--- src/rtl/led_fade_pwm_pkg.sv ---
// Shared definitions for the LED fade PWM block.
// Holds the per-channel fade state encoding used by led_fade_channel.
package led_fade_pwm_pkg;

    // Channel fade states: resting OFF/ON, ramping RISE/FALL.
    typedef enum logic [1:0] {
        ST_OFF  = 2'd0,
        ST_RISE = 2'd1,
        ST_ON   = 2'd2,
        ST_FALL = 2'd3
    } fade_state_e;

endpackage

--- src/rtl/led_fade_channel.sv ---
// One LED channel: fade FSM, duty register and PWM comparator.
// Ports:
//   clk, rst_n  clock and asynchronous active-low reset
//   tick        period boundary strobe (the cycle pwm_cnt wraps to 0)
//   tgt         desired LED state (1 = on)
//   pwm_cnt     shared PWM counter
//   enable      0 forces the LED output low
//   led         registered PWM drive
//   fading      1 while the channel is ramping (RISE or FALL)
module led_fade_channel
    import led_fade_pwm_pkg::*;
#(
    parameter int PWM_W     = 8,
    parameter int FADE_STEP = 16
) (
    input  logic             clk,
    input  logic             rst_n,
    input  logic             tick,
    input  logic             tgt,
    input  logic [PWM_W-1:0] pwm_cnt,
    input  logic             enable,
    output logic             led,
    output logic             fading
);

    localparam logic [PWM_W-1:0] DUTY_MAX = {PWM_W{1'b1}};
    localparam logic [PWM_W-1:0] DUTY_MIN = {PWM_W{1'b0}};
    localparam logic [PWM_W:0]   STEP_EXT = (PWM_W + 1)'(FADE_STEP);

    // Saturating increment, computed one bit wider so the carry is visible.
    function automatic logic [PWM_W-1:0] sat_up(input logic [PWM_W-1:0] d);
        logic [PWM_W:0] sum;
        sum = {1'b0, d} + STEP_EXT;
        if (sum > {1'b0, DUTY_MAX}) begin
            sat_up = DUTY_MAX;
        end else begin
            sat_up = sum[PWM_W-1:0];
        end
    endfunction

    // Saturating decrement, clamps at zero instead of wrapping.
    function automatic logic [PWM_W-1:0] sat_dn(input logic [PWM_W-1:0] d);
        logic [PWM_W:0] diff;
        diff = {1'b0, d} - STEP_EXT;
        if ({1'b0, d} < STEP_EXT) begin
            sat_dn = DUTY_MIN;
        end else begin
            sat_dn = diff[PWM_W-1:0];
        end
    endfunction

    fade_state_e      state_r;
    fade_state_e      state_nxt_s;
    logic [PWM_W-1:0] duty_r;
    logic [PWM_W-1:0] duty_nxt_s;
    logic [PWM_W-1:0] duty_up_s;
    logic [PWM_W-1:0] duty_dn_s;
    logic             led_r;

    // Next-state and next-duty; only a period tick can move the channel.
    always_comb begin
        state_nxt_s = state_r;
        duty_nxt_s  = duty_r;
        duty_up_s   = sat_up(duty_r);
        duty_dn_s   = sat_dn(duty_r);
        if (tick) begin
            case (state_r)
                ST_OFF: begin
                    if (tgt) begin
                        state_nxt_s = ST_RISE;
                        duty_nxt_s  = duty_up_s;
                    end else begin
                        state_nxt_s = ST_OFF;
                        duty_nxt_s  = duty_r;
                    end
                end
                ST_RISE: begin
                    if (!tgt) begin
                        state_nxt_s = ST_FALL;
                        duty_nxt_s  = duty_dn_s;
                    end else if (duty_up_s == DUTY_MAX) begin
                        state_nxt_s = ST_ON;
                        duty_nxt_s  = duty_up_s;
                    end else begin
                        state_nxt_s = ST_RISE;
                        duty_nxt_s  = duty_up_s;
                    end
                end
                ST_ON: begin
                    if (!tgt) begin
                        state_nxt_s = ST_FALL;
                        duty_nxt_s  = duty_dn_s;
                    end else begin
                        state_nxt_s = ST_ON;
                        duty_nxt_s  = duty_r;
                    end
                end
                ST_FALL: begin
                    if (tgt) begin
                        state_nxt_s = ST_RISE;
                        duty_nxt_s  = duty_up_s;
                    end else if (duty_dn_s == DUTY_MIN) begin
                        state_nxt_s = ST_OFF;
                        duty_nxt_s  = duty_dn_s;
                    end else begin
                        state_nxt_s = ST_FALL;
                        duty_nxt_s  = duty_dn_s;
                    end
                end
                default: begin
                    state_nxt_s = ST_OFF;
                    duty_nxt_s  = DUTY_MIN;
                end
            endcase
        end else begin
            state_nxt_s = state_r;
            duty_nxt_s  = duty_r;
        end
    end

    // State and duty registers.
    always_ff @(posedge clk or negedge rst_n) begin
        if (!rst_n) begin
            state_r <= ST_OFF;
            duty_r  <= DUTY_MIN;
        end else begin
            state_r <= state_nxt_s;
            duty_r  <= duty_nxt_s;
        end
    end

    // PWM comparator; full duty is forced solid so the top code never drops out.
    always_ff @(posedge clk or negedge rst_n) begin
        if (!rst_n) begin
            led_r <= 1'b0;
        end else begin
            led_r <= enable && ((duty_r == DUTY_MAX) || (pwm_cnt < duty_r));
        end
    end

    assign led    = led_r;
    assign fading = (state_r == ST_RISE) || (state_r == ST_FALL);

endmodule

--- src/rtl/led_fade_pwm.sv ---
// LED fade stage: each count_in bit sets one LED's target and the LED
// ramps its PWM duty towards it instead of switching hard.
// Ports:
//   clk          system clock
//   rst_n        asynchronous reset, active low
//   enable       1 = run; 0 = hold fades, blank LEDs, restart PWM phase
//   count_in     counter value, bit i = target of LED i
//   led_out      registered PWM LED drive
//   period_tick  one-cycle pulse at each PWM period boundary
//   busy         1 while any channel is ramping
module led_fade_pwm
    import led_fade_pwm_pkg::*;
#(
    parameter int CNT_W     = 4,
    parameter int PWM_W     = 8,
    parameter int PRESCALE  = 196,
    parameter int FADE_STEP = 16
) (
    input  logic             clk,
    input  logic             rst_n,
    input  logic             enable,
    input  logic [CNT_W-1:0] count_in,
    output logic [CNT_W-1:0] led_out,
    output logic             period_tick,
    output logic             busy
);

    localparam int               PRE_W    = (PRESCALE > 1) ? $clog2(PRESCALE) : 1;
    localparam logic [PRE_W-1:0] PRE_LAST = PRE_W'(PRESCALE - 1);
    localparam logic [PWM_W-1:0] DUTY_MAX = {PWM_W{1'b1}};

    logic [PRE_W-1:0] pre_cnt_r;
    logic [PWM_W-1:0] pwm_cnt_r;
    logic [CNT_W-1:0] cnt_q_r;
    logic             period_tick_r;
    logic             busy_r;
    logic             step_s;
    logic             wrap_s;
    logic [CNT_W-1:0] led_s;
    logic [CNT_W-1:0] fading_s;

    assign step_s = enable && (pre_cnt_r == PRE_LAST);
    // Channels update on the wrap edge, so a new duty applies from pwm_cnt=0.
    assign wrap_s = step_s && (pwm_cnt_r == DUTY_MAX);

    // Prescaler: divides clk down to one PWM step.
    always_ff @(posedge clk or negedge rst_n) begin
        if (!rst_n) begin
            pre_cnt_r <= {PRE_W{1'b0}};
        end else if (!enable || (pre_cnt_r == PRE_LAST)) begin
            pre_cnt_r <= {PRE_W{1'b0}};
        end else begin
            pre_cnt_r <= pre_cnt_r + PRE_W'(1);
        end
    end

    // PWM counter, wraps naturally from DUTY_MAX to 0.
    always_ff @(posedge clk or negedge rst_n) begin
        if (!rst_n) begin
            pwm_cnt_r <= {PWM_W{1'b0}};
        end else if (!enable) begin
            pwm_cnt_r <= {PWM_W{1'b0}};
        end else if (step_s) begin
            pwm_cnt_r <= pwm_cnt_r + PWM_W'(1);
        end else begin
            pwm_cnt_r <= pwm_cnt_r;
        end
    end

    // Input capture, period strobe and busy summary.
    always_ff @(posedge clk or negedge rst_n) begin
        if (!rst_n) begin
            cnt_q_r       <= {CNT_W{1'b0}};
            period_tick_r <= 1'b0;
            busy_r        <= 1'b0;
        end else begin
            cnt_q_r       <= count_in;
            period_tick_r <= wrap_s;
            busy_r        <= |fading_s;
        end
    end

    for (genvar g = 0; g < CNT_W; g++) begin : g_ch
        led_fade_channel #(
            .PWM_W     (PWM_W),
            .FADE_STEP (FADE_STEP)
        ) u_ch (
            .clk     (clk),
            .rst_n   (rst_n),
            .tick    (wrap_s),
            .tgt     (cnt_q_r[g]),
            .pwm_cnt (pwm_cnt_r),
            .enable  (enable),
            .led     (led_s[g]),
            .fading  (fading_s[g])
        );
    end

    assign led_out     = led_s;
    assign period_tick = period_tick_r;
    assign busy        = busy_r;

endmodule
--- config.mk ---
export PLATFORM = sky130hd
export DESIGN_NAME = led_fade_pwm
export DESIGN_NICKNAME = d
export VERILOG_FILES = /design/src/rtl/led_fade_pwm_pkg.sv /design/src/rtl/led_fade_channel.sv /design/src/rtl/led_fade_pwm.sv
export SDC_FILE = /design/constraint.sdc
export NUM_CORES = 1
export LEC_CHECK = 0
export ABC_AREA = 1
export BUFFER_PORTS_ARGS = -buffer_cell sky130_fd_sc_hd__buf_2
export CAP_MARGIN = 20
export CORE_MARGIN = 8
export CORE_UTILIZATION = 50
export CTS_CLUSTER_DIAMETER = 200
export CTS_CLUSTER_SIZE = 28
export DETAILED_ROUTE_END_ITERATION = 10
export HOLD_SLACK_MARGIN = 0.1
export PLACE_DENSITY = 0.66
export SETUP_SLACK_MARGIN = 0.05
export SLEW_MARGIN = 40
export SYNTH_ARGS = -nofsm -noshare
export SYNTH_HDL_FRONTEND = slang
export SYNTH_SLANG_ARGS = --single-unit
--- constraint.sdc ---
create_clock -name clk -period 2.49 [get_ports clk]
set_clock_uncertainty 0.1 [all_clocks]
set_input_delay 0.498 -clock clk [delete_from_list [all_inputs] [get_ports clk]]
set_output_delay 0.498 -clock clk [all_outputs]
set_load 0.01 [all_outputs]
# == After elaboration in Yosys (flattened, before gate mapping) ==
# Cells that the tools add are included.
# Widths: inputs -> output; s select.
# op_classes
add_sub_neg,10
mul,0
div,0
magnitude_cmp,12
n_eq_ne,31
shift,0
mux,55
bitwise,0
reduce_logical,33
# op_table
cell,count
$mux 8,23
$pmux 8 s3,4
$eq 8x8->1 const B,10
$add 8x5->9 const B,4
$gt 9x8->1 const B,4
$logic_not 8->1,4
$lt 8x5->1 const B,4
$lt 8x8->1,4
$mux 2,16
$pmux 2 s4,4
$sub 8x5->8 const B,4
$add 8x1->8 const B,2
$eq 2x2->1 const B,8
$ne 2x2->1 const B,8
$reduce_and 3->1,4
$logic_or 1x1->1,9
$eq 2x1->1 const B,4
$logic_not 2->1,4
$mux 1,8
$reduce_or 2->1,4
$logic_and 1x1->1,6
$reduce_or 4->1,1
$ne 2x1->1 const B,1
$logic_not 1->1,1
# word_totals
ff_bits,66
latch_bits,0
ramBits,0
romBits,0
input_bits,7
memories,0

# == Longest topological paths before layout ==
# depth
depth_word,7
ltp_mapped,12

# == Modules after synthesis ==
# A second synthesis with hierarchy kept.
# unflattened
hier_cells,759
hier_area_um2,5415.2
# by_module_without_submodules
mod,instances,cells_per_inst,area_per_inst_um2
led_fade_channel,4,160,1097.3
led_fade_pwm,1,119,1026.0

# == Worst setup path before layout ==
# Ideal clock, no wire load.
# synth_timing
path_type,flip-flop to flip-flop
start,register pwm_cnt_r[1]
end,register g_ch[1].u_ch.duty_r[4]
arrival_time_ps,1535
slack_ps,742
path_stages_with_launch,11
n_path_buf,0
synth_period_minus_slack_ps,1748
cell_sequence,dfrtp_1 > ha_1 > nand3_2 > nor3_2 > nand2_8 > inv_2 > nand2_1 > nor2_1 > nand3_1 > nand2_1 > inv_1
# synth_between
elab_chain_cells,3
# synth_rtl
item,line,text
start: declaration,led_fade_pwm.sv:33,logic [PWM_W-1:0] pwm_cnt_r;
start signal: assignment,led_fade_pwm.sv:60,pwm_cnt_r <= {PWM_W{1'b0}};
start signal: assignment,led_fade_pwm.sv:62,pwm_cnt_r <= {PWM_W{1'b0}};
start signal: assignment,led_fade_pwm.sv:64,pwm_cnt_r <= pwm_cnt_r + PWM_W'(1);
$eq 8x8->1,led_fade_pwm.sv:44,assign wrap_s = step_s && (pwm_cnt_r == DUTY_MAX);
$logic_and 1x1->1,led_fade_pwm.sv:44,
$reduce_and 3->1 (no line),-,
end signal: assignment,led_fade_channel.sv:128,duty_r <= duty_nxt_s;
end: declaration,led_fade_channel.sv:54,logic [PWM_W-1:0] duty_r;
# Every way passes these cells.
# A chain may end at the register's enable or synchronous reset.

# == Worst setup path after layout ==
# layout_timing
start,register pwm_cnt_r[1]
end,register g_ch[2].u_ch.duty_r[3]
# layout_between
elab_chain_cells,3
# layout_rtl
item,line
$eq 8x8->1,led_fade_pwm.sv:44
$logic_and 1x1->1,led_fade_pwm.sv:44
$reduce_and 3->1 (no line),-
end signal: assignment,led_fade_channel.sv:128
end: declaration,led_fade_channel.sv:54
# Every way passes these cells.

==> impl_metrics.env <==
export IMPL_outcome="completed"
export IMPL_ios=13
export IMPL_use_met2_pct=32.1
export IMPL_dieArea_um2=13200
export IMPL_num_rows=36
export IMPL_cts_sinks=66
export IMPL_cts_resized=0
export IMPL_clk_path_buf_depth=2
export IMPL_cts_inserted_buffers=9
export IMPL_wl_per_cell_um=14.2
export IMPL_met3_usage_pct=3.83
export IMPL_p_leak_uw=0.00276
export IMPL_worst_path_largest_cell_delay_ns=0.47
export IMPL_grt_busiest_layer="met2"
export IMPL_slew_violations=0
export IMPL_layout_nets=755
export IMPL_start_util_pct=50.7
export IMPL_cts_root_buf="clkbuf_8"
export IMPL_hp_class="in -> reg"
export IMPL_syn_avg_cell_area_um2=7.16
export IMPL_path_buf_inv=0
export IMPL_vias_per_cell=5.48
export IMPL_cts_max_level=3
export IMPL_grt_pass1_vias=4488
export IMPL_worstSetupPathType="reg -> reg"
export IMPL_ys_ff_latch=66
export IMPL_drcViolationCount=0
export IMPL_postCtsSetupRepairBufs=0
export IMPL_path_cells="ha_1 > nand3_2 > nor3_4 > nand4_2 > nor3_1 > a21oi_1"
export IMPL_arrival_ns=2.27
export IMPL_slowest_stage="dfrtp_1"
export IMPL_wl_um=12000
export IMPL_synth_nets=731
export IMPL_synth_edf_count=0
export IMPL_drt_initial_drc_count=318
export IMPL_first_pass_iters=5
export IMPL_portBuffers=12
export IMPL_min_period_ns=2.14
export IMPL_antenna_left=0
export IMPL_gp_congestion=0.908
export IMPL_ys_async_sr_fraction_pct=100
export IMPL_die_x_um=115
export IMPL_crit_family="simple AND/OR/NAND/NOR gates"
export IMPL_antenna_cells=0
export IMPL_core_um2=9640
export IMPL_fmax_ghz=0.468
export IMPL_grt_pass1_wl_um=20800
export IMPL_stdcell_area_um2=5320
export IMPL_vias=4621
export IMPL_seq_area_frac_synth_pct=33.8
export IMPL_final_hold_violation_count=0
export IMPL_grt_remaining_overflow=0
export IMPL_setup_viol_count_final=0
export IMPL_grt_max_degree=31
export IMPL_slew_headroom_pct=62.9
export IMPL_syn_area_um2=4880
export IMPL_drive_above_1_share_pct=6.90
export IMPL_power_per_cell_area_nw_per_um2=385
export IMPL_placed_area_um2=5120
export IMPL_rsz0062_at_grt="false"
export IMPL_period_share_pct=85.8
export IMPL_clock_latency_ns=0.35
export IMPL_use_met1_pct=25.1
export IMPL_worstPathMaxFanout=9
export IMPL_drv_cap=0
export IMPL_area_growth_pct=8.91
export IMPL_cts_tree="built"
export IMPL_synth_cell_types=36
export IMPL_grt_usage_pct=19.6
export IMPL_tightest_slew_ns=0.552
export IMPL_clk_pin_slew_worst_paths_ns=0.07
export IMPL_setup_tns_ns=0
export IMPL_fin_ws_ns=0.354
export IMPL_syn_instance_count=682
export IMPL_post_place_ws_ns=0.406
export IMPL_critPathCaptureType="flop"
export IMPL_cp_data_required_time_ns=2.62
export IMPL_fp_dieH_um=115
export IMPL_start_kind="flop"
export IMPL_yosys_warnings=0
export IMPL_vdd_ir_drop_max_uv=395
export IMPL_antenna_found_initial=0
export IMPL_dpl_hpwl_um=9170
export IMPL_yosys_most_used_dff="dfrtp_1"
-- final timing paths --
check                                         endpoint    startpoint  slack, ns  cells past startpoint
worst min register to register            pre_cnt_r[0]  pre_cnt_r[0]       0.35                      1
worst min-delay path                        cnt_q_r[1]   count_in[1]       0.15                      1
worst max register to register  g_ch[2].u_ch.duty_r[3]  pwm_cnt_r[1]       0.35                      6
worst max-delay path            g_ch[2].u_ch.duty_r[3]  pwm_cnt_r[1]       0.35                      6
min in group asynchronous       g_ch[2].u_ch.duty_r[5]         rst_n       0.57                      2
max in group asynchronous             g_ch[2].u_ch.led         rst_n       1.10                      3
-- per-layer routing --
metal  routed length (um)  vias up  share of wire, %
met5                    0        -                 0
met4                  231        0               1.9
met3                  476       19               4.0
met2                 5560      108                46
met1                 5720     2153                48
li1                     -     2341                 -
-- layout by cell type (no fill, tap or decap), types with 3 or more instances in the layout --
cell / n
nand4_1: 22
a21oi_1: 48
xor2_1: 4
a21o_1: 4
nand4_2: 3
o31ai_1: 3
o22ai_1: 3
ha_1: 42
dfrtp_1: 66
or2_2: 4
buf_4: 5
nor2_4: 4
nand3_1: 75
nor3b_1: 4
o21ai_0: 44
clkbuf_1: 3
o21ai_1: 6
buf_2: 12
and3_1: 3
nor3_1: 18
nand2_1: 155
clkbuf_8: 10
nand3b_1: 6
nor2_1: 65
inv_1: 85
-- worst register-to-register path: stages, from the launching register on --
cell and delay [ns]:
dfrtp_1 0.47, ha_1 0.25, nand3_2 0.14, nor3_4 0.41, nand4_2 0.27, nor3_1 0.31, a21oi_1 0.07
-- synthesized netlist by cell type, types with 4 or more instances --
library cell | count | share of area, %
a21oi_1 | 48 | 4.9
nor3_1 | 18 | 1.8
nor3b_1 | 4 | 0.61
nand3_1 | 75 | 7.7
o21ai_1 | 6 | 0.61
nand3b_1 | 6 | 0.92
xor2_1 | 4 | 0.72
ha_1 | 42 | 11
nor2_4 | 4 | 0.92
o21ai_0 | 44 | 4.5
dfrtp_1 | 66 | 34
nand2_1 | 155 | 12
a21o_1 | 4 | 0.61
buf_4 | 4 | 0.61
nand4_1 | 22 | 2.8
or2_2 | 4 | 0.51
inv_1 | 85 | 6.5
nor2_1 | 65 | 5.0
-- sequential cells by signal (all words and copies together) (netlist names) --
register	count
busy	1
pwm_cnt_r	8
g_ch.u_ch.led	4
g_ch.u_ch.state_r	8
g_ch.u_ch.duty_r	32
pre_cnt_r	8
period_tick	1
cnt_q_r	4
-- final cells by class --
type,instances,area [um2]
fill,937,4320
clock buffer,13,149
inverter,88,335
clock inverter,2,37.5
sequential,66,1650
tap,133,166
timing repair buffer,19,128
multi-input combinational,522,2850
-- what timing repair did --
item                                    4_1_cts  5_1_grt
hold endpoints to repair                     21        0
endpoints found under the setup margin        0        0
hold buffers                                  1        0
-- where the power goes --
| part | leakage, uW | total (uW) | internal (uW) | switching [uW] |
|---|---|---|---|---|
| Combinational | 0.00193 | 76.6 | 22.6 | 54.0 |
| Clock | 0.0000897 | 882 | 486 | 396 |
| Sequential | 0.000739 | 1090 | 1080 | 8.38 |
-- cell families (layout without fill, tap and decap cells) --
kind of cell	after synthesis	count (layout)	share of synthesized area (%)
adder cells (fa/ha/maj)	42	42	10.8
XOR/XNOR	5	5	0.896
AND/OR/NAND/NOR	365	365	34.9
AO/OA/AOI/OAI	110	110	11.9
flip-flops	66	66	33.8
buffers and inverters	94	122	7.79
-- metrics by stage --
stage | cells | hold slack [ns] | total power [uW] | utilization, %
2_1_floorplan | 682 | 0.102 | 1140 | -
3_3_place_gp | 827 | 0.341 | 1190 | 53.2
3_5_place_dp | 827 | 0.353 | 1190 | 53.2
4_1_cts | 843 | 0.126 | 2080 | 55.2
5_1_grt | 843 | 0.123 | 2140 | 55.2
6_report | 843 | 0.145 | 2050 | 55.2
Note: power is estimated with default switching activity, not from simulation.
